--- src/rtl/sregs_ctl.sv ---
`default_nettype none
// ============================================================================
//  Module   : sregs_ctl
//  Brief    : Special-register bank for the pcpu core. Holds the runtime mode
//             (SUP / INA / IE), the boot/JTR mode with deferred commit on
//             jump-class instructions, an interrupt save slot and NSCRATCH
//             supervisor scratch registers. Readback is combinational.
//  Options  : SREGS_IRQ_EN - compiles in interrupt accept, SR3 save slot,
//             IRT restore and irq_ack. Undefined: irq_req ignored,
//             irq_ack tied low, SR3 reads 0.
//  Revision : 1.0 - initial release
// ============================================================================
module sregs_ctl #(
   parameter int DATA_W   = 16,
   parameter int NSCRATCH = 4
) (
   input  logic              clk,
   input  logic              rst_n,
   input  logic              sr_ie,
   input  logic [15:0]       sr_sel,
   input  logic [DATA_W-1:0] sr_in,
   input  logic [6:0]        instr_op,
   input  logic              irq_req,
   output logic [DATA_W-1:0] sr_out,
   output logic              boot_mode,
   output logic              instr_mem_over,
   output logic              sup_mode,
   output logic              irq_en,
   output logic              irq_ack
);

   localparam logic [6:0]  OP_JMP_A  = 7'b0001110;
   localparam logic [6:0]  OP_JMP_B  = 7'b0001111;
   localparam logic [6:0]  OP_IRT    = 7'b0010001;
   localparam logic [2:0]  MODE_RST  = 3'b001;
   localparam int          SCR_BASE  = 4;
   // Keep the scratch array legal when no scratch registers are configured
   localparam int          NS_ARR    = (NSCRATCH > 0) ? NSCRATCH : 1;

   // Architectural state
   logic [2:0]        mode_q, mode_d;          // {IE, INA, SUP}
   logic              jtr_buf_q, jtr_buf_d;
   logic              boot_mode_q, boot_mode_d;
   logic [DATA_W-1:0] scratch_q [NS_ARR];
   logic [DATA_W-1:0] scratch_d [NS_ARR];
`ifdef SREGS_IRQ_EN
   logic [2:0]        save_q, save_d;
   logic              irq_ack_q, irq_ack_d;
   logic              accept;
`endif

   // Instruction decode shared by commit and restore
   logic is_irt;
   logic jtr_commit;
   logic priv_wr;

   // Decode IRT / JTR commit and the privileged-write qualifier
   always_comb begin
      is_irt     = (instr_op == OP_IRT) && (sr_sel == 16'd0);
      jtr_commit = (instr_op == OP_JMP_A) || (instr_op == OP_JMP_B) || is_irt;
      priv_wr    = sr_ie && mode_q[0];
   end

   // Next-state: software writes, then interrupt accept, then IRT restore
   // (later assignments win, giving IRT > accept > SR1 write)
   always_comb begin
      mode_d      = mode_q;
      jtr_buf_d   = jtr_buf_q;
      boot_mode_d = boot_mode_q;
      scratch_d   = scratch_q;

      if (priv_wr && (sr_sel == 16'd1)) begin
         mode_d = sr_in[2:0];
      end

      // SR2 write is unprivileged; commit deliberately samples the old buffer
      if (sr_ie && (sr_sel == 16'd2)) begin
         jtr_buf_d = sr_in[0];
      end
      if (jtr_commit) begin
         boot_mode_d = jtr_buf_q;
      end

      for (int i = 0; i < NSCRATCH; i++) begin
         if (priv_wr && (sr_sel == 16'(i + SCR_BASE))) begin
            scratch_d[i] = sr_in;
         end
      end

`ifdef SREGS_IRQ_EN
      save_d    = save_q;
      accept    = irq_req && mode_q[2] && !is_irt;
      irq_ack_d = accept;

      if (priv_wr && (sr_sel == 16'd3)) begin
         save_d = sr_in[2:0];
      end
      if (accept) begin
         save_d = mode_q;
         mode_d = MODE_RST;
      end
      if (is_irt) begin
         mode_d = save_q;
      end
`endif
   end

   // State registers with asynchronous active-low reset
   always_ff @(posedge clk or negedge rst_n) begin
      if (!rst_n) begin
         mode_q      <= MODE_RST;
         jtr_buf_q   <= 1'b1;
         boot_mode_q <= 1'b1;
         for (int i = 0; i < NS_ARR; i++) begin
            scratch_q[i] <= '0;
         end
`ifdef SREGS_IRQ_EN
         save_q      <= 3'b000;
         irq_ack_q   <= 1'b0;
`endif
      end else begin
         mode_q      <= mode_d;
         jtr_buf_q   <= jtr_buf_d;
         boot_mode_q <= boot_mode_d;
         for (int i = 0; i < NS_ARR; i++) begin
            scratch_q[i] <= scratch_d[i];
         end
`ifdef SREGS_IRQ_EN
         save_q      <= save_d;
         irq_ack_q   <= irq_ack_d;
`endif
      end
   end

   // Combinational readback; unused bits and unmapped indices read 0
   always_comb begin
      sr_out = '0;
      if (sr_sel == 16'd1) begin
         sr_out = DATA_W'(mode_q);
      end else if (sr_sel == 16'd2) begin
         sr_out = DATA_W'({jtr_buf_q, boot_mode_q});
`ifdef SREGS_IRQ_EN
      end else if (sr_sel == 16'd3) begin
         sr_out = DATA_W'(save_q);
`endif
      end else begin
         // Scratch contents are hidden from user mode
         for (int i = 0; i < NSCRATCH; i++) begin
            if (mode_q[0] && (sr_sel == 16'(i + SCR_BASE))) begin
               sr_out = scratch_q[i];
            end
         end
      end
   end

   assign boot_mode      = boot_mode_q;
   assign sup_mode       = mode_q[0];
   assign instr_mem_over = mode_q[1];
   assign irq_en         = mode_q[2];

`ifdef SREGS_IRQ_EN
   assign irq_ack = irq_ack_q;
`else
   // Interrupt path compiled out: request is ignored
   logic unused_irq_req;
   assign unused_irq_req = irq_req;
   assign irq_ack        = 1'b0;
`endif

endmodule
`default_nettype wire

--- config.mk ---
export PLATFORM = sky130hd
export DESIGN_NAME = sregs_ctl
export DESIGN_NICKNAME = d
export VERILOG_FILES = /design/src/rtl/sregs_ctl.sv
export SDC_FILE = /design/constraint.sdc
export NUM_CORES = 1
export LEC_CHECK = 0
export CAP_MARGIN = 20
export CORE_ASPECT_RATIO = 0.75
export CORE_MARGIN = 4
export CORE_UTILIZATION = 54
export CTS_BUF_LIST = sky130_fd_sc_hd__clkbuf_2 sky130_fd_sc_hd__clkbuf_4 sky130_fd_sc_hd__clkbuf_8
export CTS_CLUSTER_DIAMETER = 120
export CTS_CLUSTER_SIZE = 8
export DETAILED_ROUTE_END_ITERATION = 8
export GPL_ROUTABILITY_DRIVEN = 0
export PLACE_DENSITY_LB_ADDON = 0.1
export SETUP_SLACK_MARGIN = 0.02
export SLEW_MARGIN = 25
export SYNTH_ARGS = -nofsm -noshare
export SYNTH_HDL_FRONTEND = slang
export SYNTH_SLANG_ARGS = --single-unit
--- constraint.sdc ---
create_clock -name clk -period 2.5 [get_ports clk]
set_clock_uncertainty 0.2 [all_clocks]
set_input_delay 0.5 -clock clk [delete_from_list [all_inputs] [get_ports clk]]
set_output_delay 0.5 -clock clk [all_outputs]
set_load 0.005 [all_outputs]
# Word level (Yosys, flattened, before mapping)
# Index checks and enable logic that the tools add are counted.
# Widths: inputs -> output; s select.
dict set report word_totals {
  regBits 69
  input_bits 43
  out_inout_bits 21
  word_cells 37
}
dict set report classes {
  n_eq_ne 9
  muxes 6
  reduce_logical 15
}
# op count
set ops {}
lappend ops {{$mux 16} 6}
lappend ops {{$eq 16x3->1 const B} 4}
lappend ops {{$eq 16x1->1 const B} 1}
lappend ops {{$eq 16x2->1 const B} 1}
lappend ops {{$logic_not 16->1} 1}
lappend ops {{$eq 7x4->1 const B} 2}
lappend ops {{$logic_and 1x1->1} 12}
lappend ops {{$eq 7x5->1 const B} 1}
lappend ops {{$logic_or 1x1->1} 2}

# Depth between registers and ports, before layout
dict set report depth {
  ltp_word 8
  mapped_depth 6
  ltp_nobuf 4
}

# Worst setup path after synthesis
# Ideal clock, no wire load.
dict set report synth_timing {
  path_type {input to output}
  startpoint {in sr_sel[0]}
  endpoint {out sr_out[10]}
  arrival_time_ns 1.706
  path_slack_ns 0.094
  stages 4
  cell_sequence {buf_2 > buf_2 > mux4_2 > nor2b_1}
}
dict set report synth_via {
  elab_chain_len 8
}
# element line_no
set synth_lines {}
lappend synth_lines {{from (decl)} 20} ;# input logic [15:0] sr_sel,
lappend synth_lines {{$eq 16x3->1} 149} ;# if (mode_q[0] && (sr_sel == 16'(i + SCR_BASE))) begin
lappend synth_lines {{$logic_and 1x1->1} 149}
lappend synth_lines {{$mux 16 (4 in a row)} 149}
lappend synth_lines {{$mux 16} 140} ;# end else if (sr_sel == 16'd2) begin
lappend synth_lines {{$mux 16 *} 138} ;# if (sr_sel == 16'd1) begin
lappend synth_lines {{to (decl)} 24} ;# output logic [DATA_W-1:0] sr_out,
# Every way passes the cells marked *; elsewhere a longest branch is shown, timed or not.

# Worst setup path after layout
dict set report layout_timing {
  startpoint {in sr_sel[15]}
  endpoint {out sr_out[1]}
}
# The elaborated chain is that of the path after synthesis.

==> reports/metrics.yaml <==
p_comb_frac: 0.076
port_buffers: 61
synth_area_um2: 3388
drtIter0Drc: 63
htree_levels: 3
timing.rr.start: "mode_q[0]"
synth_top_cell_by_area: "dfrtp_1"
grt_pass1_wl_um: 12970
grt_overflow: 0
synth_nets: 267
cpMaxStageDelayCell: "nor4_4"
core_area_um2: 5946
fin_crit_ns: 2.420
p_int_mw: 1.760
critPathBufInv: 4
syn_avg_cell_area_um2: 15.13
grt_pass1_vias: 2400
p_sw_mw: 0.4846
cts_sinks: 69
synthCells: 224
criticalPathCategory: "in2out"
switching_share: 0.2160
finalPower_mw: 2.244
antenna_cells: 0
drv_cap: 0
start_util: 0.5699
slowest_delay_ns: 0.27
worst_hold_slack_ns: 0.2909
root_buffer: "clkbuf_8"
clockBufferDepth: 2
die_h_um: 76.60
period_share: 0.9680
cts_tree: "built"
crit_path_end: "sr_out[1]"
path_cells: "clkdlybuf4s15_1 -> nor4_4 -> nand4_1 -> buf_6 -> buf_8 -> o211ai_1 -> buf_2"
synth_cell_types: 35
cp.depth: 7
num_rows: 24
finalWirelength_um: 7616
io_pins: 64
p_clk_frac: 0.426
antenna_found_initial: 0
area_growth_pct: 33.01
first_pass_iters: 4
drc: 0
grt_usage: 0.2214
drt-wirelength-per-cell_um: 19.14
ys_top_cells_by_area: "dfrtp_1, mux2_2, mux4_2, mux2_4, mux2_1"
rsz0062_at_grt: "yes"
critPathArrivalTime_ns: 1.72
cp-end-kind: "output port"
postRouteAntennaNets: 0
cp_top_family: "buffers and inverters"
fin_setup_tns_ns: 0
yosys_warnings: 0
hpwl_um: 4853
hp-class: "reg2reg"
sequentialPowerShare: 0.498
ys_ff_latch: 69
status: "completed"
r2r_end: "scratch_q[1]"
dieArea_um2: 7619
rr_worst_depth: 6
power_density_nw_per_um2: 498.0
worstSkewPairLatency_ns: 0.33
crit_required_ns: 1.80
r2r_slack_ns: 0.28
relSlewSlack: 0.6514
final_cell_area_um2: 4507
drive_gt1_frac: 0.5125
ir_drop_v: 0.0003531
critPathLaunch: "sr_sel[15]"
avgViaCountPerCell: 5.455
dpl_cell_area_um2: 4210
ys_seq_area_frac: 0.5107
leakagePower_nw: 2.178
setup_viol: 0
maxSlewViolCount: 0
nets: 358
tightest_slew_ns: 0.5229
cts.clk_slew.worst_paths_ns: 0.07
fmax_mhz: 413.2
hold_violations: 0
grt_max_degree: 42
vias: 2171
netlist.area_leader.share: 0.4874
cts_made_buffers: 9
critPathLaunchType: "primary input"
path_max_fanout: 6
die_w_um: 99.47
-- power by group through the flow --
stage	sequential, mW	clock [mW]	combinational (mW)
detailed placement	1.14	0	0.160
floorplan	1.14	0	0.0353
global route	1.12	1.03	0.185
finish	1.12	0.957	0.171
CTS	1.12	0.982	0.174
global placement	1.14	0	0.159
-- state kept, by name (all words and copies together) (netlist names) --
register and flops:
mode_q 3, boot_mode 1, jtr_buf_q 1, scratch_q 64
-- per-layer routing --
| metal | global-route usage | vias up | routed length [um] |
|---|---|---|---|
| met5 | 0 | - | 0 |
| met4 | 0.05730 | 0 | 40 |
| met3 | 0.04483 | 4 | 279 |
| met2 | 0.3505 | 46 | 3676 |
| met1 | 0.3137 | 1106 | 3619 |
| li1 | - | 1015 | - |
-- what timing repair did --
action                                  4_1_cts  5_1_grt
cloned                                        3        0
endpoints found under the hold margin        28        0
hold buffers                                  1        0
setup buffers                                 6        1
endpoints found under the setup margin       16       63
resized for setup                           108       17
pin swaps                                     9        7
-- final cells by class --
| type | count | area [um2] |
|---|---|---|
| Tap cell | 78 | 97.59 |
| Clock inverter | 3 | 42.54 |
| Sequential cell | 69 | 1730 |
| Inverter | 5 | 18.77 |
| Multi-Input combinational cell | 136 | 1574 |
| Fill cell | 391 | 1439 |
| Timing Repair Buffer | 94 | 870.8 |
| Clock buffer | 13 | 172.7 |
-- layout by cell type, fill, tap and decap left out, types with 4 or more instances in the layout --
master           instances
dfrtp_1                 66
mux2_2                  48
clkdlybuf4s50_1         28
buf_4                   21
buf_2                   18
mux4_2                  16
nor2b_1                 12
clkbuf_8                12
mux2_4                  10
mux2_1                   9
clkbuf_2                 6
inv_1                    5
nand3_1                  5
buf_12                   5
and3_1                   4
buf_6                    4
clkdlybuf4s15_1          4
-- stage by stage --
stage,util,cells,setup WS (ns)
global placement,0.7081,371,-0.6503
detailed placement,0.7081,371,-0.6707
finish,0.7580,398,0.08002
CTS,0.7601,397,0.02020
floorplan,-,224,0.09390
global route,0.7580,398,-0.01611
-- cell usage after synthesis (all sizes together) --
master and instances:
mux2 67, dfrtp 66, mux4 16, nor2b 15, buf 12, nand3 6
inv 5, and3 4, and4 4, nor2 4, dfstp 3, nor4 3
clkbuf 2, nand2 2, nand4 2, o211ai 2, a31oi 1, and2 1
and4bb 1, conb 1, nand4b 1, nor3 1, nor4b 1, o21ai 1
o221ai 1, o2bb2ai 1, or3 1
-- cell families (layout without fill, tap and decap cells) --
logic type / Yosys count / in the layout / synth area share
mux: 83 / 83 / 0.3401
flops: 69 / 69 / 0.5107
simple gates: 46 / 46 / 0.09749
buf+inv: 19 / 115 / 0.03767
compound gates: 6 / 6 / 0.01292
other cells: 1 / 1 / 0.001107
-- worst min path at each step --
stage | slack (ns) | depth (start not counted) | start | end
after detailed placement | 0.27 | 1 | scratch_q[41] | scratch_q[41]
after CTS | 0.29 | 1 | scratch_q[41] | scratch_q[41]
after global routing | 0.30 | 1 | scratch_q[41] | scratch_q[41]
final | 0.29 | 1 | scratch_q[46] | scratch_q[46]
after global placement | 0.26 | 1 | scratch_q[41] | scratch_q[41]
after floorplan | 0.004 | 0 | rst_n | mode_q[1]
Note: power is estimated with default switching activity, not from simulation.
